`config.mk`:
```
export PLATFORM = sky130hd
export DESIGN_NAME = video_coord
export DESIGN_NICKNAME = d
export VERILOG_FILES = /design/src/rtl/video_coord.sv
export SDC_FILE = /design/constraint.sdc
export NUM_CORES = 1
export LEC_CHECK = 0
export CAP_MARGIN = 20
export CORE_MARGIN = 4
export CORE_UTILIZATION = 40
export DETAILED_ROUTE_END_ITERATION = 10
export GPL_ROUTABILITY_DRIVEN = 0
export PLACE_DENSITY_LB_ADDON = 0.15
export SLEW_MARGIN = 20
export SYNTH_ARGS = -nofsm -noshare
export SYNTH_HDL_FRONTEND = slang
export SYNTH_SLANG_ARGS = --single-unit
export TNS_END_PERCENT = 10
```
`constraint.sdc`:
```
create_clock -name clk_i -period 5.1 [get_ports clk_i]
set_input_delay 0.51 -clock clk_i [delete_from_list [all_inputs] [get_ports clk_i]]
set_output_delay 0.51 -clock clk_i [all_outputs]
set_load 0.1 [all_outputs]
```
`src/rtl/video_coord.sv`:
```
// -----------------------------------------------------------------------------
// video_coord
// Front end of the block-luminance / inversion pipeline, clocked by the HDMI-in
// pixel clock. It registers the incoming sync/data stream and generates
// coordinates, strobes and geometry information that line up with the delayed
// copy of the video. It also checks the frame geometry and reports whether the
// input is locked.
//
// Ports:
//   clk_i, rst_ni         pixel clock; synchronous active-low reset
//   vin_hs_i/vs_i/de_i    incoming syncs and data enable (active high)
//   vin_data_i            incoming RGB {R,G,B}
//   vout_hs_o/vs_o/de_o   syncs and data enable, delayed by one cycle
//   vout_data_o           RGB, delayed by one cycle
//   x_o, y_o              pixel index in the line, active line index in the frame
//   hp_o, hb_o            x mod KN, x div KN
//   vp_o, vb_o            y mod KN, y div KN
//   sol_o, sof_o          first active pixel of a line / of a frame
//   line_done_o           pulse on the cycle after the last active pixel of a line
//   width_o               pixel count of the last completed line
//   height_o              active line count of the last completed frame
//   locked_o              geometry has matched WN x HN on consecutive frames
// -----------------------------------------------------------------------------
module video_coord #(
   parameter int WN  = 1920,
   parameter int HN  = 1080,
   parameter int KN  = 10,
   parameter int CW  = 12,
   parameter int TMO = 4000000
) (
   input  logic          clk_i,
   input  logic          rst_ni,
   input  logic          vin_hs_i,
   input  logic          vin_vs_i,
   input  logic          vin_de_i,
   input  logic [23:0]   vin_data_i,
   output logic          vout_hs_o,
   output logic          vout_vs_o,
   output logic          vout_de_o,
   output logic [23:0]   vout_data_o,
   output logic [CW-1:0] x_o,
   output logic [CW-1:0] y_o,
   output logic [CW-1:0] hp_o,
   output logic [CW-1:0] hb_o,
   output logic [CW-1:0] vp_o,
   output logic [CW-1:0] vb_o,
   output logic          sol_o,
   output logic          sof_o,
   output logic          line_done_o,
   output logic [CW-1:0] width_o,
   output logic [CW-1:0] height_o,
   output logic          locked_o
);

   localparam int WDW = $clog2(TMO + 1);
   localparam logic [CW-1:0]  CMAX   = '1;
   localparam logic [CW-1:0]  KLAST  = CW'(KN - 1);
   localparam logic [WDW-1:0] WDLAST = WDW'(TMO - 1);
   localparam logic [WDW-1:0] WDEND  = WDW'(TMO);

   typedef enum logic [1:0] {
      UNLOCKED = 2'd0,
      CHECK    = 2'd1,
      LOCKED   = 2'd2
   } lock_state_e;

   logic          hs_q, hs_d;
   logic          vs_q, vs_d;
   logic          de_q, de_d;
   logic [23:0]   data_q, data_d;
   logic [CW-1:0] x_q, x_d;
   logic [CW-1:0] y_q, y_d;
   logic [CW-1:0] hp_q, hp_d;
   logic [CW-1:0] hb_q, hb_d;
   logic [CW-1:0] vp_q, vp_d;
   logic [CW-1:0] vb_q, vb_d;
   logic          sol_q, sol_d;
   logic          sof_q, sof_d;
   logic          line_done_q, line_done_d;
   logic [CW-1:0] width_q, width_d;
   logic [CW-1:0] height_q, height_d;
   logic          locked_q, locked_d;
   lock_state_e   state_q, state_d;
   logic          seen_vs_q, seen_vs_d;
   logic          first_line_q, first_line_d;
   logic          frame_bad_q, frame_bad_d;
   logic [CW-1:0] line_cnt_q, line_cnt_d;
   logic [CW-1:0] pix_cnt_q, pix_cnt_d;
   logic [WDW-1:0] wd_q, wd_d;

   logic          act_in;
   logic          act_prev;
   logic          vs_rise;
   logic          line_start;
   logic          line_end;
   logic [CW-1:0] lines_total;
   logic          bad_total;
   logic          frame_good;

   always_comb begin
      // An active pixel is DE with VS low; DE during VS is passed through but
      // never treated as picture content.
      act_in     = vin_de_i & ~vin_vs_i;
      act_prev   = de_q & ~vs_q;
      vs_rise    = vin_vs_i & ~vs_q;
      line_start = act_in & ~act_prev;
      line_end   = act_prev & ~act_in;

      hs_d         = vin_hs_i;
      vs_d         = vin_vs_i;
      de_d         = vin_de_i;
      data_d       = vin_data_i;
      x_d          = x_q;
      y_d          = y_q;
      hp_d         = hp_q;
      hb_d         = hb_q;
      vp_d         = vp_q;
      vb_d         = vb_q;
      sol_d        = 1'b0;
      sof_d        = 1'b0;
      line_done_d  = 1'b0;
      width_d      = width_q;
      height_d     = height_q;
      state_d      = state_q;
      seen_vs_d    = seen_vs_q;
      first_line_d = first_line_q;
      line_cnt_d   = line_cnt_q;
      pix_cnt_d    = pix_cnt_q;
      wd_d         = wd_q;

      // A line that ends on the same cycle as the VS rise still belongs to
      // the frame that is being evaluated, so fold it in before evaluation.
      lines_total = line_cnt_q;
      bad_total   = frame_bad_q;
      if (line_end) begin
         line_done_d = 1'b1;
         width_d     = pix_cnt_q;
         if (pix_cnt_q != CW'(WN)) begin
            bad_total = 1'b1;
         end
         if (line_cnt_q != CMAX) begin
            lines_total = line_cnt_q + 1'b1;
         end
      end
      if (vin_de_i & vin_vs_i) begin
         bad_total = 1'b1;
      end
      line_cnt_d  = lines_total;
      frame_bad_d = bad_total;

      if (line_start) begin
         x_d       = '0;
         hp_d      = '0;
         hb_d      = '0;
         sol_d     = 1'b1;
         pix_cnt_d = CW'(1);
         if (first_line_q) begin
            y_d          = '0;
            vp_d         = '0;
            vb_d         = '0;
            sof_d        = 1'b1;
            first_line_d = 1'b0;
         end else if (y_q == CMAX) begin
            frame_bad_d = 1'b1;
         end else begin
            y_d = y_q + 1'b1;
            if (vp_q == KLAST) begin
               vp_d = '0;
               vb_d = vb_q + 1'b1;
            end else begin
               vp_d = vp_q + 1'b1;
            end
         end
      end else if (act_in) begin
         if (x_q == CMAX) begin
            frame_bad_d = 1'b1;
         end else begin
            x_d = x_q + 1'b1;
            if (hp_q == KLAST) begin
               hp_d = '0;
               hb_d = hb_q + 1'b1;
            end else begin
               hp_d = hp_q + 1'b1;
            end
         end
         if (pix_cnt_q != CMAX) begin
            pix_cnt_d = pix_cnt_q + 1'b1;
         end
      end

      // The frame started after the previous VS rise; it is only trusted when
      // such a rise was seen since reset or since the last watchdog expiry.
      frame_good = seen_vs_q & ~bad_total & (lines_total == CW'(HN));

      if (vs_rise) begin
         height_d = lines_total;
         case (state_q)
            UNLOCKED: if (frame_good)  state_d = CHECK;
            CHECK:    state_d = frame_good ? LOCKED : UNLOCKED;
            LOCKED:   if (!frame_good) state_d = UNLOCKED;
            default:  state_d = UNLOCKED;
         endcase
         y_d          = '0;
         vp_d         = '0;
         vb_d         = '0;
         line_cnt_d   = '0;
         frame_bad_d  = 1'b0;
         first_line_d = 1'b1;
         seen_vs_d    = 1'b1;
         wd_d         = '0;
      end else if (wd_q == WDLAST) begin
         // The watchdog parks at TMO so that expiry is a single event.
         wd_d      = WDEND;
         state_d   = UNLOCKED;
         seen_vs_d = 1'b0;
      end else if (wd_q != WDEND) begin
         wd_d = wd_q + 1'b1;
      end

      locked_d = (state_d == LOCKED);
   end

   always_ff @(posedge clk_i) begin
      if (!rst_ni) begin
         hs_q         <= 1'b0;
         vs_q         <= 1'b0;
         de_q         <= 1'b0;
         data_q       <= '0;
         x_q          <= '0;
         y_q          <= '0;
         hp_q         <= '0;
         hb_q         <= '0;
         vp_q         <= '0;
         vb_q         <= '0;
         sol_q        <= 1'b0;
         sof_q        <= 1'b0;
         line_done_q  <= 1'b0;
         width_q      <= '0;
         height_q     <= '0;
         locked_q     <= 1'b0;
         state_q      <= UNLOCKED;
         seen_vs_q    <= 1'b0;
         first_line_q <= 1'b1;
         frame_bad_q  <= 1'b0;
         line_cnt_q   <= '0;
         pix_cnt_q    <= '0;
         wd_q         <= '0;
      end else begin
         hs_q         <= hs_d;
         vs_q         <= vs_d;
         de_q         <= de_d;
         data_q       <= data_d;
         x_q          <= x_d;
         y_q          <= y_d;
         hp_q         <= hp_d;
         hb_q         <= hb_d;
         vp_q         <= vp_d;
         vb_q         <= vb_d;
         sol_q        <= sol_d;
         sof_q        <= sof_d;
         line_done_q  <= line_done_d;
         width_q      <= width_d;
         height_q     <= height_d;
         locked_q     <= locked_d;
         state_q      <= state_d;
         seen_vs_q    <= seen_vs_d;
         first_line_q <= first_line_d;
         frame_bad_q  <= frame_bad_d;
         line_cnt_q   <= line_cnt_d;
         pix_cnt_q    <= pix_cnt_d;
         wd_q         <= wd_d;
      end
   end

   assign vout_hs_o   = hs_q;
   assign vout_vs_o   = vs_q;
   assign vout_de_o   = de_q;
   assign vout_data_o = data_q;
   assign x_o         = x_q;
   assign y_o         = y_q;
   assign hp_o        = hp_q;
   assign hb_o        = hb_q;
   assign vp_o        = vp_q;
   assign vb_o        = vb_q;
   assign sol_o       = sol_q;
   assign sof_o       = sof_q;
   assign line_done_o = line_done_q;
   assign width_o     = width_q;
   assign height_o    = height_q;
   assign locked_o    = locked_q;

endmodule
```
== Word-level counts from Yosys, hierarchy flattened ==
Index checks and enable logic that the tools add are counted.
Cells by class
  add/sub/neg operators: 9
  equality and inequality tests: 14
  muxes and demuxes: 35
  bitwise operators: 15
  reductions and logical operators: 16
Operator list (count)
  $mux 12: 11
  $add 12x1->12 const B: 8
  $mux 22: 2
  $eq 12x12->1 const B: 2
  $eq 12x4->1 const B: 2
  $ne 12x12->1 const B: 2
  $add 22x1->22 const B: 1
  $eq 22x22->1 const B: 1
  $ne 22x22->1 const B: 1
  $mux 1: 16
  $eq 12x11->1 const B: 1
  $ne 12x11->1 const B: 1
  $mux 2: 5
  $reduce_and 2->1: 5
  $reduce_bool 2->1: 5
  $and 1x1->1: 8
  $not 1->1: 7
  $pmux 2 s3: 1
  $reduce_and 3->1: 2
  $eq 2x2->1 const B: 2
  $reduce_or 2->1: 2
  $reduce_or 3->1: 1
  $eq 2x1->1 const B: 1
  $logic_not 2->1: 1
  $ne 2x2->1 const B: 1
Storage, ports and cells
  flip-flop bits (word level): 178
  input port bits: 29
  output and inout port bits: 127
  word-level logic and storage cells: 114

== Depth between registers and ports, before layout ==
  depth in word-level cells: 13
  gate-level depth with buffers: 10
  mapped depth without buffers: 10

== Worst setup path after synthesis ==
Ideal clock, no wire load.
  kind: register -> register
  from: reg y_q[2] (netlist: y_o[2])
  to: reg vb_q[4] (netlist: vb_o[4])
  library setup time: 0.128 ns
  arrival: 2.800 ns
  required time: 4.972 ns
  setup slack: 2.172 ns
  cell stages (with the launch flop): 11
  buffers on the path: 2
  period minus slack after synthesis: 2.928 ns
  cells stage by stage: dfxtp_1 > and3_1 > nand3_1 > o41a_1 > buf_2 > nor2b_2 > and2_1 > buf_2 > nand3_1 > xor2_1 > nor2_1
On the way
  longest elaborated chain between the ends: 3
Ends and longest elaborated chain
  from (decl): line 72  | logic [CW-1:0] y_q, y_d;
  from (signal assigned): line 254  | y_q <= y_d;
  $eq 12x12->1: line 163  | end else if (y_q == CMAX) begin
  $ne 2x2->1 (no source line)
  $reduce_and 3->1 (no source line)
  to (signal assigned): line 258  | vb_q <= vb_d;
  to (decl): line 76  | logic [CW-1:0] vb_q, vb_d;
No other way between the ends.
A chain may end at the register's enable or synchronous reset.

== Worst setup path in the final report ==
  from: in vin_de_i
  to: reg hb_q[7] (netlist: hb_o[7])
On the way
  longest elaborated chain between the ends: 3
  elaborated cells between the ends (all ways): 4
  those cells by class: bitwise: 2; reduce/logical: 2
Ends and longest elaborated chain
  from (decl): line 35  | input logic vin_de_i,
  $and 1x1->1 *: line 103  | act_in = vin_de_i & ~vin_vs_i;
  $and 1x1->1: line 106  | line_start = act_in & ~act_prev;
  $reduce_or 2->1 (no source line)
  to (signal assigned): line 232  | hb_q <= '0;
  to (signal assigned): line 256  | hb_q <= hb_d;
  to (decl): line 74  | logic [CW-1:0] hb_q, hb_d;
Every way passes the cells marked *; elsewhere a longest branch is shown, timed or not.

==> summary.txt <==
Outcome
  • Status: finished, final reports clean

Power
  • Comb power frac: 0.092
  • Cell Pwr Density: 307.7 nW/um^2
  • Clock Power Share: 0.427
  • Register share of total power: 0.480
  • P_int: 2230 uW
  • Standby leakage power: 0.003474 uW
  • Sw frac: 0.2494
  • Maximum VDD drop: 0.2328 mV
  • Net Sw Power: 740.9 uW

Routing
  • DR WL/cell: 13.73 um
  • Detail Route Antenna Nets: 0
  • Remaining DRCs: 0
  • Post-DR vias/cell: 4.872
  • TritonRoute pass-1 iters: 4
  • Post-detailed-routing wire length: 16.64 mm
  • DRT iter0 DRCs: between 200 and 300
  • Via count: 5905

Placed design
  • Inst Count DP: 1181
  • Port Buffers: 155
  • Hpwl dp: around 12 mm
  • DP Worst Slack: 1.758 ns

Synth
  • Async set-reset flop share out of synthesis: 0
  • Seq/Total Area, Yosys: 0.4850
  • Mapped Avg Cell Area: 8.895 um^2
  • Post-synthesis cell count: 826
  • Number of synthesized flops with an enable pin: 0
  • Synthesized Nets: 868
  • Synthesized cell area: 7347 um^2
  • Synth Flop Type: dfxtp_1
  • Cell variety after synth: 49
  • Post-synthesis register bit count: 178
  • YS warnings: 0

STA
  • Clock skew: around 0.0060 ns
  • RSZ-0062 raised after global routing: false
  • Pins Over Slew Limit: 0
  • F_max: 340.2 MHz
  • Tcrit/Tclk final: 0.5764
  • Final worst slack: 2.161 ns
  • Least-Margin Pin Slew: 1.022 ns
  • Fin. Hold Viols: 0
  • Min cycle time layout: 2.939 ns
  • Final setup vio count: 0
  • Setup TNS: 0 ns
  • Max_slew headroom: 0.3166

Floorplanning
  • Starting Density: 0.4076
  • Die W: ~140 um
  • Die extent in y: 143.5 um
  • FP Rows: 49
  • Die footprint: 20600 um^2
  • Total core area: roughly 18000 um^2
  • Top Ports: roughly 160

Clock tree
  • Clock Latency Late Sink: ~0.42 ns
  • CTS max path bufs: 2
  • TritonCTS clock tree: built
  • CTS root buffer: clkbuf_16
  • Clock sinks: 178
  • # Post-CTS Setup Buffers: 0
  • Clk pin slew, worst setup/hold paths: ~0.070 ns
  • Post-CTS Hold Fix Bufs: 0
  • TritonCTS buffer count: 17
  • # resized after CTS: 0
  • Htree depth: 4

Cells and area
  • Final core occ: 0.5355
  • Largest register FFs: 24
  • Net count, final: 1013
  • Syn-to-layout area delta: 31.39%
  • Share of post-route cells with drive strength above 1: 0.04985
  • Most frequent cells in the layout: dfxtp_1, clkdlybuf4s50_1, nor2_1, nand2_1, xor2_1
  • Inserted Diodes: 0
  • Most common cell after layout, fill and taps aside: dfxtp_1
  • FILL cells: ~1.7k
  • Fin cells: 1212

GRT
  • Largest net degree at the start of global routing: 36
  • Total grt overflow: 0
  • Global routing usage on met2: 0.2597
  • Vias in the first global route: 5548
  • GR Util met3: 0.04792
  • Global Route Usage Sum: 0.1634
  • Initial antenna violation count: 0
  • First-pass GRT wire length: 27.61 mm
  • Met1 usage: 0.2185
  • Most Used Layer, Global Route: met2

Worst setup path
  • CP peak stage delay: around 0.55 ns
  • CP max FO: 14
  • CP startpoint kind: primary input
  • Worst Setup End Kind: flip-flop
  • Crit path DAT: about 3.3 ns
  • Critical setup path kind: in -> reg
  • WP buf/inv: 1
  • Worst-path cell chain: clkdlybuf4s50_1 > nor2b_1 > and2_1 > and4_1 > nand4_1 > or3_1 > a21oi_1
  • Crit path required time: 5.45 ns
  • Worst path slowest cell: clkdlybuf4s50_1
  • Critical path's top delay family: simple AND/OR/NAND/NOR gates

Run
  • Max Cap Violations: 0

Hold path
  • Hold Path Class: reg -> reg
[kinds of logic (layout without fill, tap and decap cells)]
kind of cell,count (synthesis),after routing,synth area share
adders and majority gates,13,13,0.02214
DFF,178,178,0.4850
xor gates and xnor gates,88,88,0.1049
and+or+nand+nor,412,412,0.2812
AOI/OAI and AO/OA,79,79,0.06880
muxes,9,9,0.01243
buffers and inverters,47,204,0.02554
[synthesized netlist by cell type, types with 3 or more instances]
| cell | number | area share |
|---|---|---|
| clkbuf_1 | 21 | 0.011 |
| a31oi_1 | 5 | 0.0043 |
| nor4b_1 | 3 | 0.0036 |
| o211a_1 | 4 | 0.0054 |
| nor3_1 | 12 | 0.0082 |
| nand2b_1 | 10 | 0.0085 |
| and3_1 | 24 | 0.020 |
| a21boi_0 | 15 | 0.015 |
| nand4_1 | 31 | 0.026 |
| nor2b_1 | 9 | 0.0077 |
| buf_1 | 4 | 0.0020 |
| mux2i_1 | 8 | 0.011 |
| nor4_1 | 3 | 0.0026 |
| or2_2 | 3 | 0.0026 |
| buf_2 | 8 | 0.0054 |
| nand2_1 | 88 | 0.045 |
| dfxtp_1 | 178 | 0.49 |
| nor2_1 | 120 | 0.061 |
| ha_1 | 13 | 0.022 |
| or3_1 | 12 | 0.010 |
| and2_1 | 39 | 0.033 |
| and4_1 | 6 | 0.0072 |
| xor2_1 | 62 | 0.074 |
| xnor2_1 | 26 | 0.031 |
| o21ai_0 | 18 | 0.012 |
| nand3_1 | 39 | 0.027 |
| inv_1 | 13 | 0.0066 |
| a21oi_1 | 23 | 0.016 |
[worst paths after layout]
| path | startpoint | end | slack (ns) | cells after the start |
|---|---|---|---|---|
| setup / recovery | vin_de_i | hb_o[7]$_SDFFE_PP0P_ | 2.16 | 7 |
| hold / removal | width_o[4]$_SDFFE_PN0N_ | width_o[4]$_SDFFE_PN0N_ | 0.46 | 2 |
| setup reg to reg | x_o[0]$_SDFFE_PP0P_ | hb_o[7]$_SDFFE_PP0P_ | 2.28 | 8 |
| hold reg to reg | width_o[4]$_SDFFE_PN0N_ | width_o[4]$_SDFFE_PN0N_ | 0.46 | 2 |
[power by group through the flow]
stage / clock network [uW] / registers (uW) / logic, uW
2_1_floorplan: 0 / 1580 / 72.2
3_3_place_gp: 0 / 1460 / 276
3_5_place_dp: 0 / 1460 / 277
4_1_cts: 1300 / 1430 / 278
5_1_grt: 1360 / 1430 / 291
6_report: 1270 / 1430 / 274
[layout make-up]
type	instances	area, um^2	area share
clock inverters	10	110.1	0.01141
clock buffers	21	460.4	0.04770
inverters	13	48.80	0.005055
multi-input cells	601	3600	0.3729
repair buffers	160	1584	0.1641
well taps	229	286.5	0.02968
flip-flops and latches	178	3563	0.3692
[metal layers]
layer / wire length, um / vias to the layer above
met5: 0 / -
met4: 146 / 0
met3: 972 / 13
met2: 7556 / 127
met1: 7967 / 2704
li1: - / 3061
[tightest hold or removal path, stage by stage (launching register included)]
cell      delay (ns)
dfxtp_1         0.31
nand2_1         0.04
a21boi_0        0.06
[metrics by stage]
step | total power [uW] | hold slack (ns) | cell area [um^2]
final | 2971 | 0.4612 | 9653
after global routing | 3082 | 0.4850 | 9653
after CTS | 3006 | 0.4665 | 9653
after detailed placement | 1735 | 0.4576 | 9082
after global placement | 1734 | 0.4521 | 9082
after floorplan | 1653 | 0.4710 | 7347
Note: power is estimated with default switching activity, not from simulation.
